`src/rtl/lsu_mem_ctrl_pkg.sv`:
```
// Shared LSU definitions: FSM states, access sizes and RISC-V load/store funct3 codes.
package lsu_mem_ctrl_pkg;

  typedef enum logic [1:0] {
    ST_IDLE = 2'd0,
    ST_ACC1 = 2'd1,
    ST_ACC2 = 2'd2,
    ST_RESP = 2'd3
  } lsu_state_e;

  typedef enum logic [1:0] {
    SZ_BYTE = 2'd0,
    SZ_HALF = 2'd1,
    SZ_WORD = 2'd2
  } lsu_size_e;

  localparam logic [2:0] F3_LB  = 3'b000;
  localparam logic [2:0] F3_LH  = 3'b001;
  localparam logic [2:0] F3_LW  = 3'b010;
  localparam logic [2:0] F3_LBU = 3'b100;
  localparam logic [2:0] F3_LHU = 3'b101;
  localparam logic [2:0] F3_SB  = 3'b000;
  localparam logic [2:0] F3_SH  = 3'b001;
  localparam logic [2:0] F3_SW  = 3'b010;

  function automatic lsu_size_e decode_size(input logic [2:0] f3);
    case (f3[1:0])
      2'b00:   return SZ_BYTE;
      2'b01:   return SZ_HALF;
      default: return SZ_WORD;
    endcase
  endfunction

  function automatic logic [3:0] size_mask(input lsu_size_e sz);
    case (sz)
      SZ_BYTE: return 4'h1;
      SZ_HALF: return 4'h3;
      default: return 4'hF;
    endcase
  endfunction

  function automatic logic [2:0] size_bytes(input lsu_size_e sz);
    case (sz)
      SZ_BYTE: return 3'd1;
      SZ_HALF: return 3'd2;
      default: return 3'd4;
    endcase
  endfunction

endpackage

```
`src/rtl/lsu_align.sv`:
```
// Byte-lane logic: enables and write shift for both words of an access, read extract and extend.
module lsu_align
  import lsu_mem_ctrl_pkg::*;
(
  input  lsu_size_e   size,
  input  logic        zero_ext,
  input  logic [1:0]  offset,
  input  logic [31:0] wdata,
  input  logic [31:0] word_lo,
  input  logic [31:0] word_hi,
  output logic [3:0]  be_lo,
  output logic [3:0]  be_hi,
  output logic [31:0] wdata_lo,
  output logic [31:0] wdata_hi,
  output logic [31:0] rdata_ext
);

  logic [4:0]  shamt;
  logic [7:0]  be64;
  logic [63:0] w64;
  logic [31:0] raw;

  always_comb begin
    shamt    = {offset, 3'b000};
    be64     = {4'b0000, size_mask(size)} << offset;
    w64      = {32'h0, wdata} << shamt;
    raw      = 32'({word_hi, word_lo} >> shamt);
    be_lo    = be64[3:0];
    be_hi    = be64[7:4];
    wdata_lo = w64[31:0];
    wdata_hi = w64[63:32];
    case (size)
      SZ_BYTE: rdata_ext = {{24{~zero_ext & raw[7]}}, raw[7:0]};
      SZ_HALF: rdata_ext = {{16{~zero_ext & raw[15]}}, raw[15:0]};
      default: rdata_ext = raw;
    endcase
  end

endmodule

```
`src/rtl/lsu_mem_ctrl.sv`:
```
// Load/store unit memory controller: one or two word accesses per request, then a done pulse.
module lsu_mem_ctrl
  import lsu_mem_ctrl_pkg::*;
(
  input  logic        clk,
  input  logic        rst_n,
  input  logic        req,
  input  logic        ls_we,
  input  logic [2:0]  funct3,
  input  logic [31:0] addr,
  input  logic [31:0] wdata,
  output logic        ready,
  output logic        done,
  output logic [31:0] rdata,
  output logic        mem_en,
  output logic        mem_we,
  output logic [29:0] mem_addr,
  output logic [3:0]  mem_be,
  output logic [31:0] mem_wdata,
  input  logic [31:0] mem_rdata
);

  lsu_state_e  state_q, state_d;
  logic        ls_we_q, ls_we_d;
  logic [2:0]  funct3_q, funct3_d;
  logic [31:0] addr_q, addr_d;
  logic [31:0] wdata_q, wdata_d;
  logic [31:0] word1_q, word1_d;
  logic [31:0] rdata_q, rdata_d;
  logic        done_q, done_d;

  lsu_size_e   size;
  logic [2:0]  span;
  logic        split;
  logic [31:0] word_lo;
  logic [3:0]  be_lo, be_hi;
  logic [31:0] wdata_lo, wdata_hi, rdata_ext;

  assign size    = decode_size(funct3_q);
  assign span    = {1'b0, addr_q[1:0]} + size_bytes(size);
  assign split   = (span > 3'd4);
  // Single-word loads see their only word on mem_rdata during RESP.
  assign word_lo = split ? word1_q : mem_rdata;

  lsu_align u_align (
    .size      (size),
    .zero_ext  (funct3_q[2]),
    .offset    (addr_q[1:0]),
    .wdata     (wdata_q),
    .word_lo   (word_lo),
    .word_hi   (mem_rdata),
    .be_lo     (be_lo),
    .be_hi     (be_hi),
    .wdata_lo  (wdata_lo),
    .wdata_hi  (wdata_hi),
    .rdata_ext (rdata_ext)
  );

  always_ff @(posedge clk or negedge rst_n) begin
    if (!rst_n) begin
      state_q  <= ST_IDLE;
      ls_we_q  <= 1'b0;
      funct3_q <= 3'b000;
      addr_q   <= 32'h0;
      wdata_q  <= 32'h0;
      word1_q  <= 32'h0;
      rdata_q  <= 32'h0;
      done_q   <= 1'b0;
    end else begin
      state_q  <= state_d;
      ls_we_q  <= ls_we_d;
      funct3_q <= funct3_d;
      addr_q   <= addr_d;
      wdata_q  <= wdata_d;
      word1_q  <= word1_d;
      rdata_q  <= rdata_d;
      done_q   <= done_d;
    end
  end

  always_comb begin
    state_d = state_q;
    case (state_q)
      ST_IDLE: if (req) state_d = ST_ACC1;
      ST_ACC1: state_d = split ? ST_ACC2 : ST_RESP;
      ST_ACC2: state_d = ST_RESP;
      default: state_d = ST_IDLE;
    endcase
  end

  always_comb begin
    ls_we_d  = ls_we_q;
    funct3_d = funct3_q;
    addr_d   = addr_q;
    wdata_d  = wdata_q;
    word1_d  = word1_q;
    rdata_d  = rdata_q;
    done_d   = (state_q == ST_RESP);
    if (state_q == ST_IDLE && req) begin
      ls_we_d  = ls_we;
      funct3_d = funct3;
      addr_d   = addr;
      wdata_d  = wdata;
    end
    if (state_q == ST_ACC2) word1_d = mem_rdata;
    if (state_q == ST_RESP && !ls_we_q) rdata_d = rdata_ext;
  end

  always_comb begin
    ready     = (state_q == ST_IDLE);
    done      = done_q;
    rdata     = rdata_q;
    mem_en    = 1'b0;
    mem_we    = 1'b0;
    mem_addr  = 30'h0;
    mem_be    = 4'h0;
    mem_wdata = 32'h0;
    case (state_q)
      ST_ACC1: begin
        mem_en    = 1'b1;
        mem_we    = ls_we_q;
        mem_addr  = addr_q[31:2];
        mem_be    = be_lo;
        mem_wdata = wdata_lo;
      end
      ST_ACC2: begin
        mem_en    = 1'b1;
        mem_we    = ls_we_q;
        mem_addr  = addr_q[31:2] + 30'd1;
        mem_be    = be_hi;
        mem_wdata = wdata_hi;
      end
      default: ;
    endcase
  end

endmodule

```
`config.mk`:
```
export PLATFORM = sky130hd
export DESIGN_NAME = lsu_mem_ctrl
export DESIGN_NICKNAME = d
export VERILOG_FILES = /design/src/rtl/lsu_mem_ctrl_pkg.sv /design/src/rtl/lsu_align.sv /design/src/rtl/lsu_mem_ctrl.sv
export SDC_FILE = /design/constraint.sdc
export NUM_CORES = 1
export LEC_CHECK = 0
export CORE_MARGIN = 2
export CORE_UTILIZATION = 28
export CTS_CLUSTER_SIZE = 8
export DETAILED_ROUTE_END_ITERATION = 12
export PLACE_DENSITY_LB_ADDON = 0.05
export SLEW_MARGIN = 40
export SYNTH_ARGS = -nofsm -noshare
export SYNTH_HDL_FRONTEND = slang
export SYNTH_SLANG_ARGS = --single-unit
```
`constraint.sdc`:
```
create_clock -name clk -period 3.65 [get_ports clk]
set_clock_uncertainty 0.15 [all_clocks]
set_input_delay 0.9125 -clock clk [delete_from_list [all_inputs] [get_ports clk]]
set_output_delay 0.9125 -clock clk [all_outputs]
set_load 0.03 [all_outputs]
```
==> flow_metrics.py, run 1 <==
metrics = {
    "status": {
        "status": "finished clean",
    },
    "route": {
        "routed_via_density": 5.15,
        "first_iter_violations": 266,
        "drtPass1Iterations": 5,
        "ant_nets": 0,
        "routedWlPerCell_microns": 20.7,
        "wl_microns": 29900,
        "via_count": 7418,
        "drc": 0,
    },
    "synth": {
        "ys_warn_count": 0,
        "ys.flop_type": "dfrtp_1",
        "synth_top_area_share_pct": 38.5,
        "synth_commonest_cells": "135 x dfrtp_1, 114 x mux2_2, 64 x o21ai_0",
        "postSynthAreaPerCell_sq_um": 10.5,
        "postSynthCellCount": 833,
        "synth.distinct_cells": 57,
        "ys_ff_latch": 135,
        "yosys-top-cells-area": "dfrtp_1 39%, mux2_2 15%, mux2i_1 6.3%",
        "syn-cell-area_sq_um": 8770,
        "synth-async-reset-ratio_pct": 100,
        "yosysMostFrequentCell": "dfrtp_1",
        "syn_nets": 944,
        "synth_edf_count": 0,
        "yosys.area.top_type": "dfrtp_1",
        "seq_area_frac_synth_pct": 38.5,
    },
    "global_route": {
        "grt-ovfl-total": 0,
        "antenna_found_initial": 1,
        "grt_pass1_wl_microns": 46000,
        "grt_usage_pct": 18.1,
        "grt_pass1_vias": 7614,
        "grt_max_degree": 71,
    },
    "power": {
        "total_power_mw": 12.9,
        "peakVddDrop_uv": 396,
        "pwr_density_cell_nw_per_um2": 1080,
        "p_leak_nw": 4.93,
    },
    "worst_setup_path": {
        "setup.worst_path.start_class": "flip-flop",
        "cp_max_fo": 13,
        "slowest_delay_ns": 0.40,
        "critPathKind": "flip-flop to output port",
        "cp-end-kind": "output port",
        "required_ns": 2.59,
        "r2r_setup_slack_ns": 0.46,
        "crit_slowest_cell": "dfrtp_1",
        "cp_common_cell": "buf_4",
        "worstPathCellList": "inv_1 > ha_1 > buf_4 > nand2_1 > buf_6 > o21ai_0 > a22o_1 > buf_4",
        "critical_path_arrival_ns": 2.44,
    },
    "timing": {
        "fmax_ghz": 0.286,
        "grt_setup_unrepaired": "no",
        "finalMaxSlewViolations": 0,
        "hold_violations": 0,
        "relSlewSlack_pct": 49.9,
        "finalSetupViolations": 0,
        "setup_tns_ns": 0,
        "min_period_over_period_pct": 95.9,
        "period_needed_ns": 3.50,
        "tightest_slew_ns": 0.749,
    },
    "hold_path": {
        "worstHoldPathType": "flip-flop to flip-flop",
    },
    "placement": {
        "dp_hpwl_microns": 21000,
        "io_buffers": 204,
        "gp_congestion": 0.745,
    },
    "finish": {
        "nets": 1144,
        "antenna_cells": 0,
        "utilization_pct": 38.9,
        "layout-drive-gt1-share_pct": 28.2,
        "area_growth_pct": 36.4,
        "fillers": 3079,
    },
    "clocking": {
        "cts-root-buf": "clkbuf_16",
        "cts_sinks": 135,
        "cts_tree": "built",
        "cts_buffer_depth": 2,
        "cts_buffers": 17,
        "worstSkewPairLatency_ns": 0.41,
        "clk_pin_slew_ns": 0.06,
        "htree_levels": 4,
    },
    "flow_run": {
        "maxCapViolations": 0,
    },
    "floorplanning": {
        "rows": 64,
        "die_y_microns": 181,
        "initial_core_util_pct": 28.5,
        "core-area_sq_um": 30700,
        "ios": 205,
        "die_w_microns": 181,
        "die_area_sq_um": 32800,
    },
}
per-stage QoR:
| stage | setup WS (ns) | instances | instance area, sq um | hold slack [ns] |
|---|---|---|---|---|
| 4_1_cts | 0.0318 | 1436 | 11900 | 0.347 |
| 6_report | 0.151 | 1439 | 12000 | 0.337 |
| 3_3_place_gp | 0.221 | 1407 | 11300 | 0.325 |
| 2_1_floorplan | 0.134 | 833 | 8780 | 0.326 |
| 5_1_grt | 0.0102 | 1439 | 12000 | 0.375 |
| 3_5_place_dp | 0.180 | 1407 | 11300 | 0.332 |
cell usage in the layout, fill, tap and decap left out, types with 24 or more instances in the layout:
cell / n
nor2_1: 56
dfrtp_1: 133
o21ai_0: 63
nand2_1: 43
buf_4: 82
mux2_2: 114
clkdlybuf4s50_1: 142
nor2b_1: 24
mux2i_1: 55
a21oi_1: 29
area by class of cell:
class                      instances  area [sq um]  area share (%)
clock buffer                      21           470            3.93
clock inverter                     8           124            1.04
inverter                          10          37.5           0.314
multi-input combinational        619          5080            42.5
sequential                       135          3380            28.3
tap                              396           495            4.14
timing repair buffer             250          2370            19.8
cell families (layout without fill, tap and decap cells):
family | count (synthesis) | count (layout) | share of synthesized area, %
AOI/OAI and AO/OA | 207 | 207 | 16.8
xor gates and xnor gates | 6 | 6 | 0.685
adders and majority gates | 8 | 8 | 1.23
buffers and inverters | 79 | 289 | 4.11
DFF | 135 | 135 | 38.5
muxes | 191 | 191 | 26.6
and+or+nand+nor | 207 | 207 | 12.1
power by group:
group / switching (mW) / internal [mW] / leakage, nW
sequential: 0.794 / 2.27 / 1.56
clock: 0.674 / 1.12 / 0.287
combinational: 4.42 / 3.67 / 3.08
total: 5.89 / 7.06 / 4.93
path summary, 6_finish.rpt:
| check | cells past startpoint | end | start |
|---|---|---|---|
| max | 8 | mem_addr[11] | state_q[1]$_DFFE_PN0P_ |
| min | 2 | rdata[7]$_DFFE_PN0P_ | rdata[7]$_DFFE_PN0P_ |
| max reg2reg | 10 | rdata[17]$_DFFE_PN0P_ | funct3_q[1]$_DFFE_PN0P_ |
| min reg2reg | 2 | rdata[7]$_DFFE_PN0P_ | rdata[7]$_DFFE_PN0P_ |
| max in group asynchronous | 2 | word1_q[20]$_DFFE_PN0P_ | rst_n |
| min in group asynchronous | 1 | rdata[3]$_DFFE_PN0P_ | rst_n |
repair_timing:
item	in CTS	in global routing
setup buffers	0	3
gates resized for setup	10	16
hold buffers	0	0
setup endpoints to repair	9	35
pin swaps	0	2
state kept, by name, indices dropped and copies added, names as in the netlist:
| name | flops |
|---|---|
| word1_q | 32 |
| done | 1 |
| funct3_q | 3 |
| ls_we_q | 1 |
| wdata_q | 32 |
| state_q | 2 |
| rdata | 32 |
| addr_q | 32 |
critical path: cells and delay by family (launching register included):
family	cells	cell delay, ns
flops	1	0.40
compound gates	2	0.36
fa+ha+maj	1	0.32
simple gates	1	0.25
buf+inv	4	0.70
per-layer routing:
| layer | routed length (microns) | up-vias | global-route usage (%) | share of wire [%] |
|---|---|---|---|---|
| met5 | 13 | - | 0 | 0.044 |
| met2 | 14600 | 210 | 30.6 | 49 |
| met1 | 13300 | 3665 | 23.6 | 44 |
| li1 | - | 3511 | - | - |
| met4 | 566 | 2 | 5.01 | 1.9 |
| met3 | 1430 | 30 | 3.57 | 4.8 |
No activity file was read; power rests on OpenSTA's default activity.
==> run 2, diff against run 1 <==
--- a/config.mk
+++ b/config.mk
@@ -10,6 +10,7 @@
 export CTS_CLUSTER_SIZE = 8
 export DETAILED_ROUTE_END_ITERATION = 12
 export PLACE_DENSITY_LB_ADDON = 0.05
+export SETUP_SLACK_MARGIN = 0.3
 export SLEW_MARGIN = 40
 export SYNTH_ARGS = -nofsm -noshare
 export SYNTH_HDL_FRONTEND = slang
==> flow_metrics.py, run 2 (synthesis gave the netlist of run 1 again) <==
metrics = {
    "route": {
        "first_iter_violations": 375,
        "drc": 0,
        "ant_nets": 0,
        "routedWlPerCell_microns": 20.4,
        "routed_via_density": 5.11,
        "wl_microns": 29900,
        "drtPass1Iterations": 4,
        "via_count": 7483,
    },
    "global_route": {
        "grt_max_degree": 52,
        "grt_pass1_vias": 7744,
        "grt-ovfl-total": 0,
        "grt_usage_pct": 18.4,
        "grt_pass1_wl_microns": 46500,
        "antenna_found_initial": 1,
    },
    "finish": {
        "utilization_pct": 39.6,
        "layout-drive-gt1-share_pct": 33.0,
        "antenna_cells": 0,
        "final_common_cell": "clkdlybuf4s50_1",
        "mostFrequentLayoutCells": "138 x clkdlybuf4s50_1, 126 x dfrtp_1, 114 x mux2_2",
        "area_growth_pct": 38.9,
        "nets": 1167,
    },
    "worst_setup_path": {
        "slowest_delay_ns": 0.48,
        "worstPathCellList": "nand4_1 > nor3_2 > nand2_2 > or4_1 > o211ai_1 > buf_4",
        "crit_slowest_cell": "or4_1",
        "required_ns": 2.59,
        "cp-end-kind": "output port",
        "critPathKind": "flip-flop to output port",
        "critical_path_arrival_ns": 2.32,
        "cp_max_fo": 5,
        "setup.worst_path.start_class": "flip-flop",
    },
    "clocking": {
        "cts_tree": "built",
        "cts_sinks": 135,
        "worstSkewPairLatency_ns": 0.42,
        "htree_levels": 4,
        "clk_pin_slew_ns": 0.07,
        "cts_buffer_depth": 2,
        "cts_buffers": 17,
        "cts-root-buf": "clkbuf_16",
        "cts_hold_buffers": 0,
    },
    "power": {
        "peakVddDrop_uv": 515,
        "p_leak_nw": 4.94,
        "total_power_mw": 13.3,
        "pwr_density_cell_nw_per_um2": 1090,
    },
    "status": {
        "status": "finished clean",
    },
    "floorplanning": {
        "die_w_microns": 181,
        "rows": 64,
        "initial_core_util_pct": 28.5,
        "die_y_microns": 181,
        "ios": 205,
        "die_area_sq_um": 32800,
        "core-area_sq_um": 30700,
    },
    "placement": {
        "gp_congestion": 0.759,
        "place_ws_ns": 0.262,
        "dp_hpwl_microns": 20900,
        "io_buffers": 204,
    },
    "timing": {
        "relSlewSlack_pct": 52.4,
        "period_needed_ns": 3.39,
        "hold_violations": 0,
        "setup_tns_ns": 0,
        "finalMaxSlewViolations": 0,
        "finalSetupViolations": 0,
        "fmax_ghz": 0.295,
        "postLayoutSetupSlackWorst_ns": 0.263,
        "min_period_over_period_pct": 92.8,
        "tightest_slew_ns": 0.711,
        "grt_setup_unrepaired": "yes",
        "holdWs_ns": 0.256,
    },
    "flow_run": {
        "maxCapViolations": 0,
    },
    "hold_path": {
        "worstHoldPathType": "input pin to asynchronous set/reset pin",
    },
}
==> run 2: where the power goes <==
part | internal, mW | switching [mW] | total [mW]
clock | 1.08 | 0.745 | 1.83
combinational | 3.86 | 4.55 | 8.42
sequential | 2.28 | 0.728 | 3.01
total | 7.23 | 6.03 | 13.3
==> run 2: final timing paths <==
check | from | cells past startpoint | to | slack (ns)
hold / removal | rst_n | 1 | word1_q[3]$_DFFE_PN0P_ | 0.26
min in group clk | rdata[7]$_DFFE_PN0P_ | 2 | rdata[7]$_DFFE_PN0P_ | 0.34
hold reg to reg | rdata[7]$_DFFE_PN0P_ | 2 | rdata[7]$_DFFE_PN0P_ | 0.34
setup / recovery | addr_q[6]$_DFFE_PN0P_ | 6 | mem_addr[25] | 0.26
setup reg to reg | funct3_q[0]$_DFFE_PN0P_ | 10 | rdata[29]$_DFFE_PN0P_ | 0.62
max in group asynchronous | rst_n | 2 | addr_q[1]$_DFFE_PN0P_ | 2.36
==> run 2: per-stage QoR <==
| step | instances | cell area [sq um] |
|---|---|---|
| CTS | 1453 | 12100 |
| finish | 1465 | 12200 |
| floorplan | 833 | 8790 |
| global placement | 1404 | 11300 |
| detailed placement | 1404 | 11300 |
| global route | 1465 | 12200 |
==> run 2: cell type report <==
class                           count  area [sq um]
Fill cell                        3110         18600
Multi-Input combinational cell    619          5140
Sequential cell                   135          3390
Timing Repair Buffer              273          2510
Tap cell                          396           495
Clock buffer                       18           429
Clock inverter                     14           173
Inverter                           10          38.8
==> run 2: repair_timing <==
action                     CTS  global route
hold endpoints to repair     0             0
setup buffers               17            11
pin swaps                    3             3
setup endpoints to repair   55            53
gates cloned                 0             1
resized for setup           60            49
==> run 2: routing by layer <==
metal  share of wire [%]  GRT usage, %  routed length, microns  up-vias
met5               0.043             0                      13        -
met4                 1.5          4.36                     442        2
met3                 4.4          3.81                    1320       22
met2                  48          30.5                   14200      188
met1                  47          24.5                   13900     3709
li1                    -             -                       -     3562
==> run 2: critical path: cells and delay by family, from the launching register on <==
family	cells	cell delay, ns
buffers and inverters	1	0.23
DFF	1	0.39
AOI/OAI and AO/OA	1	0.17
and+or+nand+nor	4	1.10
==> run 3, diff against run 2 <==
--- a/config.mk
+++ b/config.mk
@@ -5,6 +5,8 @@
 export SDC_FILE = /design/constraint.sdc
 export NUM_CORES = 1
 export LEC_CHECK = 0
+export CELL_PAD_IN_SITES_DETAIL_PLACEMENT = 0
+export CELL_PAD_IN_SITES_GLOBAL_PLACEMENT = 1
 export CORE_MARGIN = 2
 export CORE_UTILIZATION = 28
 export CTS_CLUSTER_SIZE = 8
==> flow_metrics.py, run 3 (synthesis gave the netlist of run 1 again) <==
metrics = {
    "status": {
        "status": "finished clean",
    },
    "route": {
        "ant_nets": 0,
        "routedWlPerCell_microns": 20.6,
        "wl_microns": 30400,
        "drc": 0,
        "via_count": 7623,
        "drtPass1Iterations": 5,
        "first_iter_violations": 368,
        "routed_via_density": 5.18,
    },
    "worst_setup_path": {
        "cp_max_fo": 6,
        "crit_slowest_cell": "or4_1",
        "slowest_delay_ns": 0.46,
        "required_ns": 2.59,
        "setup.worst_path.start_class": "flip-flop",
        "critPathKind": "flip-flop to output port",
        "cp-end-kind": "output port",
        "critical_path_arrival_ns": 2.27,
        "worstPathCellList": "nand4_1 > nor3_2 > buf_4 > nand2_4 > or4_1 > o211ai_1 > buf_4",
        "cp_common_cell": "buf_4",
        "r2r_setup_slack_ns": 0.53,
    },
    "floorplanning": {
        "initial_core_util_pct": 28.5,
        "ios": 205,
        "die_w_microns": 181,
        "core-area_sq_um": 30700,
        "die_area_sq_um": 32800,
        "rows": 64,
        "die_y_microns": 181,
    },
    "finish": {
        "mostFrequentLayoutCells": "137 x clkdlybuf4s50_1, 124 x dfrtp_1, 114 x mux2_2",
        "nets": 1173,
        "fillers": 3109,
        "design_area_sq_um": 12400,
        "layout-drive-gt1-share_pct": 34.8,
        "area_growth_pct": 41.3,
        "final_common_cell": "clkdlybuf4s50_1",
    },
    "power": {
        "combinationalPowerShare_pct": 64.5,
        "power.switching_mw": 6.12,
        "internal_power_mw": 7.24,
        "swShare_pct": 45.8,
        "total_power_mw": 13.4,
        "p_leak_nw": 5.05,
        "pwr_density_cell_nw_per_um2": 1080,
        "pwr-share-clk_pct": 12.8,
        "seq_power_share_pct": 22.7,
        "peakVddDrop_uv": 549,
    },
    "global_route": {
        "antenna_found_initial": 3,
        "grt-ovfl-total": 0,
        "grt_max_degree": 68,
        "grt_pass1_wl_microns": 47100,
        "grt_pass1_vias": 7880,
        "grt_usage_pct": 18.6,
    },
    "clocking": {
        "cts_buffers": 17,
        "cts-root-buf": "clkbuf_16",
        "cts_buffer_depth": 2,
        "cts_hold_buffers": 0,
        "clk_pin_slew_ns": 0.06,
        "cts_sinks": 135,
        "htree_levels": 4,
        "worstSkewPairLatency_ns": 0.42,
        "cts_tree": "built",
    },
    "flow_run": {
        "maxCapViolations": 0,
    },
    "timing": {
        "tightest_slew_ns": 0.792,
        "postLayoutSetupSlackWorst_ns": 0.313,
        "fmax_ghz": 0.300,
        "holdWs_ns": 0.358,
        "min_period_over_period_pct": 91.4,
        "grt_setup_unrepaired": "yes",
        "period_needed_ns": 3.34,
        "hold_violations": 0,
        "finalSetupViolations": 0,
        "finalMaxSlewViolations": 0,
        "relSlewSlack_pct": 47.0,
        "setup_tns_ns": 0,
    },
    "hold_path": {
        "worstHoldPathType": "input pin to asynchronous set/reset pin",
    },
    "placement": {
        "gp_congestion": 0.750,
        "place_ws_ns": 0.290,
        "io_buffers": 204,
        "dp_hpwl_microns": 21200,
        "placed_area_sq_um": 11300,
    },
}
## run 3: worst paths after layout
kind / from / end / cells past startpoint
max: addr_q[3]$_DFFE_PN0P_ / mem_addr[25] / 7
min: rst_n / addr_q[9]$_DFFE_PN0P_ / 1
max reg2reg: funct3_q[1]$_DFFE_PN0P_ / rdata[11]$_DFFE_PN0P_ / 10
min reg2reg: word1_q[6]$_DFFE_PN0P_ / word1_q[6]$_DFFE_PN0P_ / 1
max in group asynchronous: rst_n / word1_q[28]$_DFFE_PN0P_ / 2
min in group clk: word1_q[6]$_DFFE_PN0P_ / word1_q[6]$_DFFE_PN0P_ / 1
## run 3: layer usage
| metal | global-route usage, % | vias up | share of wire, % |
|---|---|---|---|
| li1 | - | 3589 | - |
| met1 | 24.9 | 3831 | 47 |
| met2 | 30.2 | 182 | 47 |
| met3 | 4.29 | 21 | 4.6 |
| met4 | 4.62 | 0 | 1.1 |
| met5 | 0 | - | 0 |
## run 3: final cells by class
type                       instances  area [sq um]  share of cell area, %
tap                              396           495                   4.00
antenna                            2          5.00                 0.0404
multi-input combinational        619          5230                   42.2
timing repair buffer             279          2660                   21.4
inverter                          10          41.3                  0.333
clock inverter                    12           120                  0.969
clock buffer                      20           447                   3.60
sequential                       135          3390                   27.4
## run 3: power by group through the flow
stage / Sequential, mW / Combinational, mW / Clock (mW)
after floorplan: 3.10 / 5.45 / 0
after global placement: 3.08 / 8.19 / 0
after detailed placement: 3.08 / 8.20 / 0
after CTS: 3.05 / 8.39 / 1.78
after global routing: 3.17 / 9.33 / 1.83
final: 3.04 / 8.61 / 1.71
## run 3: repair_timing
item / CTS / global route
pin swaps: 1 / 10
cloned: 0 / 1
gates resized for setup: 75 / 69
setup buffers: 11 / 20
hold endpoints to repair: 0 / 0
endpoints found under the setup margin: 63 / 69
## run 3: through the flow
stage,std cells,util (%)
4_1_cts,1450,39.3
6_report,1473,40.3
3_5_place_dp,1407,36.8
2_1_floorplan,833,-
3_3_place_gp,1407,36.8
5_1_grt,1473,40.3
## run 3: critical path, delay by kind of cell (launching register included)
kind / cells / cell delay [ns]
AND/OR/NAND/NOR: 4 / 0.89
flip-flops: 1 / 0.41
buffers and inverters: 2 / 0.39
AO/OA/AOI/OAI: 1 / 0.16
